<file path="config.mk">
export PLATFORM = sky130hd
export DESIGN_NAME = mips_program_loader
export DESIGN_NICKNAME = d
export VERILOG_FILES = /design/src/rtl/mips_loader_pkg.sv /design/src/rtl/mips_program_loader_byte_packer.sv /design/src/rtl/mips_program_loader.sv
export SDC_FILE = /design/constraint.sdc
export NUM_CORES = 1
export LEC_CHECK = 0
export CAP_MARGIN = 20
export CORE_MARGIN = 2
export CORE_UTILIZATION = 53
export DETAILED_ROUTE_END_ITERATION = 12
export PLACE_DENSITY = 0.86
export SYNTH_ARGS = -nofsm -noshare
export SYNTH_HDL_FRONTEND = slang
export SYNTH_HIERARCHICAL = 1
export SYNTH_SLANG_ARGS = --single-unit
</file>
<file path="constraint.sdc">
create_clock -name clk1 -period 3.4 [get_ports clk1]
set_clock_uncertainty 0.2 [all_clocks]
set_input_delay 0.85 -clock clk1 [delete_from_list [all_inputs] [get_ports clk1]]
set_output_delay 0.85 -clock clk1 [all_outputs]
set_load 0.05 [all_outputs]
</file>
<file path="src/rtl/mips_loader_pkg.sv">
// Shared types and constants for the MIPS boot-time program loader.
package mips_loader_pkg;

    localparam int unsigned IMEM_DEPTH    = 8192;
    localparam int unsigned LOADER_ADDR_W = $clog2(IMEM_DEPTH);
    localparam logic [31:0] END_MARKER    = 32'hFFFF_FFFF;

    typedef enum logic [2:0] {
        ST_IDLE,
        ST_RECV,
        ST_WRITE,
        ST_DONE,
        ST_ERROR
    } loader_state_e;

endpackage

</file>
<file path="src/rtl/mips_program_loader_byte_packer.sv">
// byte_packer: shifts accepted bytes MSB-first into a 32-bit word.
// Ports:
//   clk1, rst_n  - clock, async active-low reset
//   clear        - restart byte counting (new load)
//   shift_en     - a byte is accepted this cycle
//   in_data      - byte to shift in
//   word         - assembled word register
//   word_full_c  - this cycle's byte completes a word (combinational)
module byte_packer (
    input  logic        clk1,
    input  logic        rst_n,
    input  logic        clear,
    input  logic        shift_en,
    input  logic [7:0]  in_data,
    output logic [31:0] word,
    output logic        word_full_c
);

    logic [1:0] byte_cnt;

    // Shift register and byte counter; a partial word is simply overwritten
    // by the next load because the counter restarts from zero.
    always_ff @(posedge clk1 or negedge rst_n) begin
        if (!rst_n) begin
            word     <= '0;
            byte_cnt <= '0;
        end else if (clear) begin
            byte_cnt <= '0;
        end else if (shift_en) begin
            word     <= {word[23:0], in_data};
            byte_cnt <= byte_cnt + 2'd1;
        end
    end

    // The 4th byte wraps the counter 3 -> 0.
    always_comb begin
        word_full_c = shift_en && (byte_cnt == 2'd3);
    end

endmodule

</file>
<file path="src/rtl/mips_program_loader.sv">
// mips_program_loader: receives the program as a byte stream, packs it into
// 32-bit instructions and writes them to instruction memory from word 0,
// holding the CPU until the end-marker word has been written.
// Ports:
//   clk1, rst_n  - clock, async active-low reset
//   start        - begin a load (honoured in IDLE/DONE/ERROR)
//   in_valid/in_data/in_ready - byte stream handshake
//   imem_we/imem_addr/imem_wdata - instruction-memory write port
//   cpu_hold     - pipeline hold
//   done, err    - load finished with marker / memory filled without marker
//   word_count   - words written including the marker
//   halt_pc      - byte address of the marker word
module mips_program_loader #(
    parameter int unsigned ADDR_W     = mips_loader_pkg::LOADER_ADDR_W,
    parameter logic [31:0] END_MARKER = mips_loader_pkg::END_MARKER
) (
    input  logic              clk1,
    input  logic              rst_n,
    input  logic              start,
    input  logic              in_valid,
    input  logic [7:0]        in_data,
    output logic              in_ready,
    output logic              imem_we,
    output logic [ADDR_W-1:0] imem_addr,
    output logic [31:0]       imem_wdata,
    output logic              cpu_hold,
    output logic              done,
    output logic              err,
    output logic [ADDR_W:0]   word_count,
    output logic [31:0]       halt_pc
);

    import mips_loader_pkg::*;

    loader_state_e state;
    logic          start_ok_c;
    logic          shift_en_c;
    logic          word_full_c;

    // start is only honoured while no load is in progress.
    always_comb begin
        start_ok_c = start && ((state == ST_IDLE) || (state == ST_DONE) ||
                               (state == ST_ERROR));
        shift_en_c = in_valid && in_ready;
    end

    // The packer's word register is the memory write data directly.
    byte_packer u_byte_packer (
        .clk1        (clk1),
        .rst_n       (rst_n),
        .clear       (start_ok_c),
        .shift_en    (shift_en_c),
        .in_data     (in_data),
        .word        (imem_wdata),
        .word_full_c (word_full_c)
    );

    // Load FSM; imem_addr doubles as the running word address.
    always_ff @(posedge clk1 or negedge rst_n) begin
        if (!rst_n) begin
            state      <= ST_IDLE;
            in_ready   <= 1'b0;
            imem_we    <= 1'b0;
            imem_addr  <= '0;
            cpu_hold   <= 1'b1;
            done       <= 1'b0;
            err        <= 1'b0;
            word_count <= '0;
            halt_pc    <= '0;
        end else begin
            case (state)
                ST_IDLE, ST_DONE, ST_ERROR: begin
                    if (start) begin
                        state      <= ST_RECV;
                        in_ready   <= 1'b1;
                        imem_addr  <= '0;
                        word_count <= '0;
                        cpu_hold   <= 1'b1;
                        done       <= 1'b0;
                        err        <= 1'b0;
                    end
                end
                ST_RECV: begin
                    if (word_full_c) begin
                        state    <= ST_WRITE;
                        in_ready <= 1'b0;
                        imem_we  <= 1'b1;
                    end
                end
                ST_WRITE: begin
                    imem_we    <= 1'b0;
                    word_count <= word_count + (ADDR_W+1)'(1);
                    if (imem_wdata == END_MARKER) begin
                        state    <= ST_DONE;
                        done     <= 1'b1;
                        cpu_hold <= 1'b0;
                        halt_pc  <= 32'({imem_addr, 2'b00});
                    end else if (imem_addr == {ADDR_W{1'b1}}) begin
                        state <= ST_ERROR;
                        err   <= 1'b1;
                    end else begin
                        imem_addr <= imem_addr + ADDR_W'(1);
                        state     <= ST_RECV;
                        in_ready  <= 1'b1;
                    end
                end
                default: begin
                    state <= ST_IDLE;
                end
            endcase
        end
    end

endmodule

</file>
Word level (Yosys, flattened, before mapping)
Index checks and enable logic that the tools add are counted.

Register bits: 82. Output and inout port bits: 96. Word-level logic and storage cells: 76.

$add $sub $neg: 3. Equal/unequal tests: 13. Multiplexer cells: 28. Bitwise gates (word level): 1. Reduce and logical (&&, ||, !) cells: 20.

Operator list (number): 2-to-1 mux 13 bit (3); equality test 32 bit (second input constant) (1); one-hot mux 14 bit (2 select lines) (1); one-hot mux 13 bit (2 select lines) (1); adder 14 x 1 -> 14 bit (second input constant) (1); 2-to-1 mux 14 bit (1); adder 13 x 1 -> 13 bit (second input constant) (1); equality test 13 bit (second input constant) (1); 2-to-1 mux 3 bit (4); 2-to-1 mux 1 bit (10); inequality test 2 bit (second input constant) (5); AND reduction 2 bit (5); one-hot mux 3 bit (3 select lines) (1); one-hot mux 1 bit (2 select lines) (4); AND reduction 4 bit (2); equality test 3 x 2 -> 1 bit (second input constant) (2); nonzero test 2 bit (3); AND reduction 5 bit (1); 2-to-1 mux 2 bit (2); equality test 3 x 1 -> 1 bit (second input constant) (1); equality test 3 bit (second input constant) (1); logical AND 1 bit (3); logical NOT 3 bit (1); one-hot mux 1 bit (3 select lines) (1); 8 further kinds (9).

Depth between registers and ports, before layout
Gate-level depths: netlist (run 1).

Word-level depth: 6. Depth in mapped cells: 9. Gate-level depth less buffers: 7.

Modules after synthesis
Netlist (run 1), hierarchy kept.

By module, submodules not included: mips_program_loader (times used 1, cells an instance 290, area each 2610.0 um^2, seq. area each 1202.4 um^2); byte_packer (times used 1, cells an instance 77, area each 1455.1 um^2, seq. area each 850.8 um^2).

Least setup slack after synthesis (run 1)
OpenSTA, ideal clock, no wires.

Path type: input-to-reg. From: input port start. To: register imem_addr[10]. Data arrival time: 2.214 ns. Data required time: 3.074 ns. Setup slack: 0.860 ns. Cell stages on the path: 6. Buffers on the path: 2. Cell sequence: clkbuf_1 -> nand2b_1 -> a22oi_1 -> or3_4 -> buf_6 -> a221o_1.

Cells in the longest elaborated chain, start to end: 2.

Ends and longest elaborated chain: start, declared (line mips_program_loader.sv:19) `input logic start,`; inequality test 2 bit (no source line); AND reduction 4 bit (no source line); end signal, assigned (line mips_program_loader.sv:102) `imem_addr <= imem_addr + ADDR_W'(1);`; end, declared (line mips_program_loader.sv:24) `output logic [ADDR_W-1:0] imem_addr,`.

Every way passes these cells. A chain may end at the register's enable or synchronous reset.

Worst setup path in the final report (run 1)
From: register imem_addr[5]. To: output port imem_addr[5].

No word-level cell between the ends.

==> results.sh, run 1 <==
export IMPL_status="finished, final reports clean"
export IMPL_track_usage_pct=22.6
export IMPL_syn_instance_count=367
export IMPL_fin_crit_sh_pct=81.8
export IMPL_worstPathMaxFanout=9
export IMPL_final_net_count=462
export IMPL_layout_drive_gt1_share_pct=13.9
export IMPL_switching_power_mw=1.98
export IMPL_rr_startpoint="state[0]"
export IMPL_drtIter0Drc=263
export IMPL_postRouteAntennaNets=0
export IMPL_htree_levels=3
export IMPL_avgSynthCellArea_um2=11.1
export IMPL_rsz0062_at_grt="no"
export IMPL_power_frac_comb_pct=48.4
export IMPL_die_w_um=91.6
export IMPL_cts_clk_slew_worst_paths_ps=90
export IMPL_max_stage_delay_ps=860
export IMPL_viasPerCell=5.64
export IMPL_cts_buffers=9
export IMPL_yosysWarnings=6
export IMPL_max_slew_margin_pct=53.6
export IMPL_drc_errors=0
export IMPL_ys_ff_latch=82
export IMPL_cap_violations=0
export IMPL_cts_buffer_depth=2
export IMPL_crit_arrival_ps=1730
export IMPL_yosysUniqueCellTypes=57
export IMPL_area_growth_pct=25.2
export IMPL_grt_max_degree=83
export IMPL_synthArstFlopShare_pct=100
export IMPL_p_seq_share_pct=34.9
export IMPL_r2r_cells=4
export IMPL_firstDrtPassIters=4
export IMPL_wl_per_cell_um=17.1
export IMPL_portBuffers=88
export IMPL_cp_num_buf_inv=1
export IMPL_intPower_mw=2.47
export IMPL_fmax_ghz=0.360
export IMPL_fin_crit_ps=2780
export IMPL_hpwl_um=6240
export IMPL_fin_setup_tns_ps=0
export IMPL_crit_chain="clkdlybuf4s50_1"
export IMPL_antenna_found_initial=0
export IMPL_post_cts_buffers=0
export IMPL_p_leak_nw=2.30
export IMPL_r2r_end="imem_addr[4]"
export IMPL_netlist_area_um2=4070
export IMPL_post_cts_resize_count=0
export IMPL_antenna_cells=0
export IMPL_min_path_type="primary input to asynchronous set/reset pin"
export IMPL_cp_end_kind="output pin"
export IMPL_slew_violations=0
export IMPL_gp_congestion=0.852
export IMPL_die_y_um=91.6
export IMPL_start_kind="flop"
export IMPL_power_density_nw_per_um2=876
export IMPL_reg2reg_setup_slack_ps=660
export IMPL_io_pin_count=108
export IMPL_seq_area_frac_synth_pct=50.5
export IMPL_synth_flop_cell="dfrtp_1"
export IMPL_overflow=0
export IMPL_p_sw_share_pct=44.5
export IMPL_hold_viol=0
export IMPL_cts_tree="yes"
export IMPL_cp_slowest_cell="clkdlybuf4s50_1"
export IMPL_required_ps=2350
export IMPL_synth_edff_count=0
export IMPL_cts_root_buf="clkbuf_8"
export IMPL_dieArea_um2=8390
export IMPL_grt_first_pass_wirelength_um=15100
export IMPL_clock_latency_ps=350
export IMPL_clockPowerShare_pct=16.7
export IMPL_initial_utilization_pct=55.5
export IMPL_clkSinkCount=82
export IMPL_setup_viol=0
export IMPL_wirelength_um=9400
export IMPL_worstMarginPinSlew_ps=691
export IMPL_grt_pass1_vias=2909
export IMPL_ir_drop_mv=0.858
export IMPL_final_core_util_pct=69.4
export IMPL_rows=31
export IMPL_hold_buffers=0
export IMPL_fillerInstances=501
export IMPL_critical_path_class="flop to output pin"
export IMPL_coreArea_um2=7330
export IMPL_path_delay_family="buffers and inverters"
export IMPL_via_count=3107
[power groups by stage]
stage | combinational, mW | sequential, mW | clock [mW]
2_1_floorplan | 0.843 | 2.24 | 0
3_3_place_gp | 2.10 | 1.53 | 0
3_5_place_dp | 2.14 | 1.55 | 0
4_1_cts | 2.15 | 1.54 | 0.751
5_1_grt | 2.24 | 1.59 | 0.799
6_report | 2.16 | 1.55 | 0.746
[flip-flops by register name (all words and copies together), names as in the netlist]
register	flops
err	1
done	1
state	3
imem_addr	13
cpu_hold	1
u_byte_packer/byte_cnt	2
word_count	14
imem_we	1
in_ready	1
halt_pc	13
u_byte_packer/word	32
[Yosys cell counts (4+ instances only)]
cell      count  share of area, %
dfrtp_1      81                50
nand2_1      66               6.1
mux2_4       30                11
buf_4        21               3.9
nor2_1       16               1.5
o21ai_0      16               2.0
nand4_1      15               2.3
and3_1       10               1.5
a221o_1       9               2.2
nand3_1       9               1.1
clkbuf_1      7              0.65
nor3_1        7              0.86
nor4_1        6              0.92
a21oi_1       4              0.49
buf_2         4              0.49
buf_6         4               1.1
mux2i_1       4              0.98
[kinds of logic after synthesis]
group	share of synthesized area, %
and+or+nand+nor	19.3
DFF	50.5
AOI/OAI and AO/OA	8.46
buffers and inverters	7.88
muxes	12.6
adders and majority gates	0.923
other	0.0922
xor gates and xnor gates	0.215
[per-stage QoR]
stage	setup slack, ps	hold WS, ps	power [mW]	instances	area [um^2]
after detailed placement	386	258	3.68	534	4850
after CTS	619	276	4.44	550	5060
after global placement	435	248	3.63	534	4850
after global routing	545	88.6	4.63	551	5090
final	619	96.4	4.46	551	5090
after floorplan	860	290	3.08	385	4130
[cell type report]
type,count,area [um^2],area share (%)
multi-input cells,261,1760,34.6
well taps,99,124,2.43
flip-flops and latches,82,2050,40.3
inverters,2,7.51,0.147
clock buffers,11,151,2.97
repair buffers,91,933,18.3
clock inverters,5,61.3,1.20
[cells in the final DEF (no fill, tap or decap), types with 3 or more instances in the layout]
master	Yosys	final
clkdlybuf4s50_1	0	87
dfrtp_1	81	81
nand2_1	66	66
mux2_4	30	30
conb_1	1	19
o21ai_0	16	16
nor2_1	16	16
nand4_1	15	15
clkbuf_8	0	11
and3_1	10	10
nand3_1	9	9
a221o_1	9	9
nor3_1	7	7
nor4_1	6	6
a21oi_1	4	4
mux2i_1	4	4
and2_1	3	3
o31ai_1	3	3
a31oi_1	3	3
ha_1	3	3
clkinvlp_4	0	3
[how the worst max path moves through the flow]
stage / start / endpoint / slack (ps) / cells past startpoint
6_report: imem_addr[5] / imem_addr[5] / 620 / 1
5_1_grt: state[0] / imem_addr[8] / 550 / 4
4_1_cts: imem_addr[3] / imem_addr[3] / 620 / 1
3_5_place_dp: start / imem_addr[10] / 390 / 5
2_1_floorplan: start / imem_addr[10] / 860 / 6
3_3_place_gp: start / imem_addr[9] / 430 / 5
[routing by layer]
layer	share of wire (%)	up-vias	track usage (%)	wire length [um]
li1	-	1434	-	-
met4	1.7	0	8.71	157
met5	0	-	0	0
met1	44	1539	32.0	4160
met2	49	121	34.6	4570
met3	5.5	13	4.23	521
Note: power is estimated with default switching activity, not from simulation.
==> inputs of run 2 (changes only) <==
Settings changed: CORE_UTILIZATION 53 to 49, PLACE_DENSITY 0.86 to 0.81.
Clock period 3.4 ns to 2.8 ns, I/O delays scaled along.
==> results.sh, run 2 (synthesized netlist as in run 1, its figures left out) <==
export IMPL_htree_levels=3
export IMPL_postRouteAntennaNets=0
export IMPL_path_depth=1
export IMPL_portBuffers=88
export IMPL_worstPathMaxFanout=9
export IMPL_p_leak_nw=2.35
export IMPL_post_cts_resize_count=0
export IMPL_via_count=3073
export IMPL_fin_crit_ps=2620
export IMPL_io_pin_count=108
export IMPL_p_seq_share_pct=34.5
export IMPL_r2r_end="state[0]"
export IMPL_die_y_um=95.1
export IMPL_fin_crit_sh_pct=93.7
export IMPL_clockPowerShare_pct=15.5
export IMPL_antenna_found_initial=0
export IMPL_layout_common_cells="clkdlybuf4s50_1 (87), dfrtp_1 (81), nand2_1 (66)"
export IMPL_p_sw_share_pct=43.8
export IMPL_finalWorstSetupSlack_ps=177
export IMPL_grt_first_pass_wirelength_um=13900
export IMPL_stdcell_count=569
export IMPL_crit_arrival_ps=1720
export IMPL_start_kind="flop"
export IMPL_fillerInstances=667
export IMPL_die_w_um=95.1
export IMPL_final_net_count=474
export IMPL_cp_num_buf_inv=1
export IMPL_max_slew_margin_pct=64.0
export IMPL_cts_tree="yes"
export IMPL_hold_buffers=0
export IMPL_min_path_type="primary input to asynchronous set/reset pin"
export IMPL_grt_max_degree=55
export IMPL_cp_slowest_cell="clkdlybuf4s50_1"
export IMPL_switching_power_mw=2.33
export IMPL_viasPerCell=5.40
export IMPL_largestRegisters="u_byte_packer/word (32), word_count (14)"
export IMPL_r2r_cells=6
export IMPL_drtIter0Drc=169
export IMPL_fmax_ghz=0.381
export IMPL_pre_cts_ws_ps=116
export IMPL_gp_congestion=0.772
export IMPL_wl_per_cell_um=15.2
export IMPL_post_cts_buffers=0
export IMPL_status="finished, final reports clean"
export IMPL_required_ps=1900
export IMPL_cts_clk_slew_worst_paths_ps=80
export IMPL_reg2reg_setup_slack_ps=430
export IMPL_slew_violations=0
export IMPL_track_usage_pct=19.9
export IMPL_endpoint="imem_addr[7]"
export IMPL_fin_setup_tns_ps=0
export IMPL_layout_drive_gt1_share_pct=15.7
export IMPL_setup_viol=0
export IMPL_dpl_cell_area_um2=4970
export IMPL_crit_chain="clkdlybuf4s50_1"
export IMPL_largest_reg_flops=32
export IMPL_hold_viol=0
export IMPL_ir_drop_mv=0.832
export IMPL_critical_path_class="flop to output pin"
export IMPL_clkSinkCount=82
export IMPL_crit_start="imem_addr[7]"
export IMPL_clock_latency_ps=350
export IMPL_path_delay_family="buffers and inverters"
export IMPL_firstDrtPassIters=4
export IMPL_rows=33
export IMPL_whs_ps=78.6
export IMPL_worstMarginPinSlew_ps=538
export IMPL_final_common_cell="clkdlybuf4s50_1"
export IMPL_dp_cells=553
export IMPL_cp_end_kind="output pin"
export IMPL_power_frac_comb_pct=50.0
export IMPL_cts_buffer_depth=2
export IMPL_p_total_mw=5.32
export IMPL_final_core_util_pct=63.4
export IMPL_rsz0062_at_grt="no"
export IMPL_overflow=0
export IMPL_cts_buffers=9
export IMPL_intPower_mw=2.99
export IMPL_hpwl_um=6110
export IMPL_coreArea_um2=8130
export IMPL_area_growth_pct=26.8
export IMPL_grt_pass1_vias=2904
export IMPL_cap_violations=0
export IMPL_initial_utilization_pct=50.0
export IMPL_wirelength_um=8640
export IMPL_drc_errors=0
export IMPL_power_density_nw_per_um2=1030
export IMPL_antenna_cells=0
export IMPL_rr_startpoint="imem_addr[0]"
export IMPL_cts_root_buf="clkbuf_8"
export IMPL_top_register="u_byte_packer/word"
export IMPL_fin_area_um2=5150
export IMPL_dieArea_um2=9040
export IMPL_max_stage_delay_ps=860
-- run 2: cell count changes in the layout (fill, tap and decap cells not counted), sizes merged --
cell      change
buf          +12
clkinv        +3
clkinvlp      -2
inv           -1
-- run 2: per-layer routing --
layer / routed length [um] / global-route usage, % / vias to the layer above
li1: - / - / 1454
met1: 3740 / 25.0 / 1511
met2: 4280 / 33.3 / 96
met3: 472 / 4.90 / 12
met4: 149 / 7.25 / 0
met5: 0 / 0 / -
-- run 2: worst min-delay path by stage --
stage	from	endpoint	slack, ps	cells after the start
2_1_floorplan	rst_n	done	200	0
3_3_place_gp	halt_pc[6]	halt_pc[6]	250	2
3_5_place_dp	halt_pc[9]	halt_pc[9]	250	2
4_1_cts	rst_n	done	80	1
5_1_grt	rst_n	done	100	1
6_report	rst_n	halt_pc[8]	80	1
-- run 2: layout make-up --
class	count	area, um^2	share of cell area, %
clock buffers	11	131	2.55
flip-flops and latches	82	2050	39.8
clock inverters	5	56.3	1.09
multi-input cells	261	1760	34.1
inverters	2	7.51	0.146
repair buffers	103	1020	19.7
well taps	105	131	2.55
-- run 2: power groups by stage --
| stage | sequential, mW | clock, mW | combinational [mW] |
|---|---|---|---|
| after floorplan | 2.72 | 0 | 1.02 |
| after global placement | 1.84 | 0 | 2.62 |
| after detailed placement | 1.85 | 0 | 2.67 |
| after CTS | 1.84 | 0.844 | 2.68 |
| after global routing | 1.89 | 0.892 | 2.77 |
| final | 1.84 | 0.824 | 2.66 |
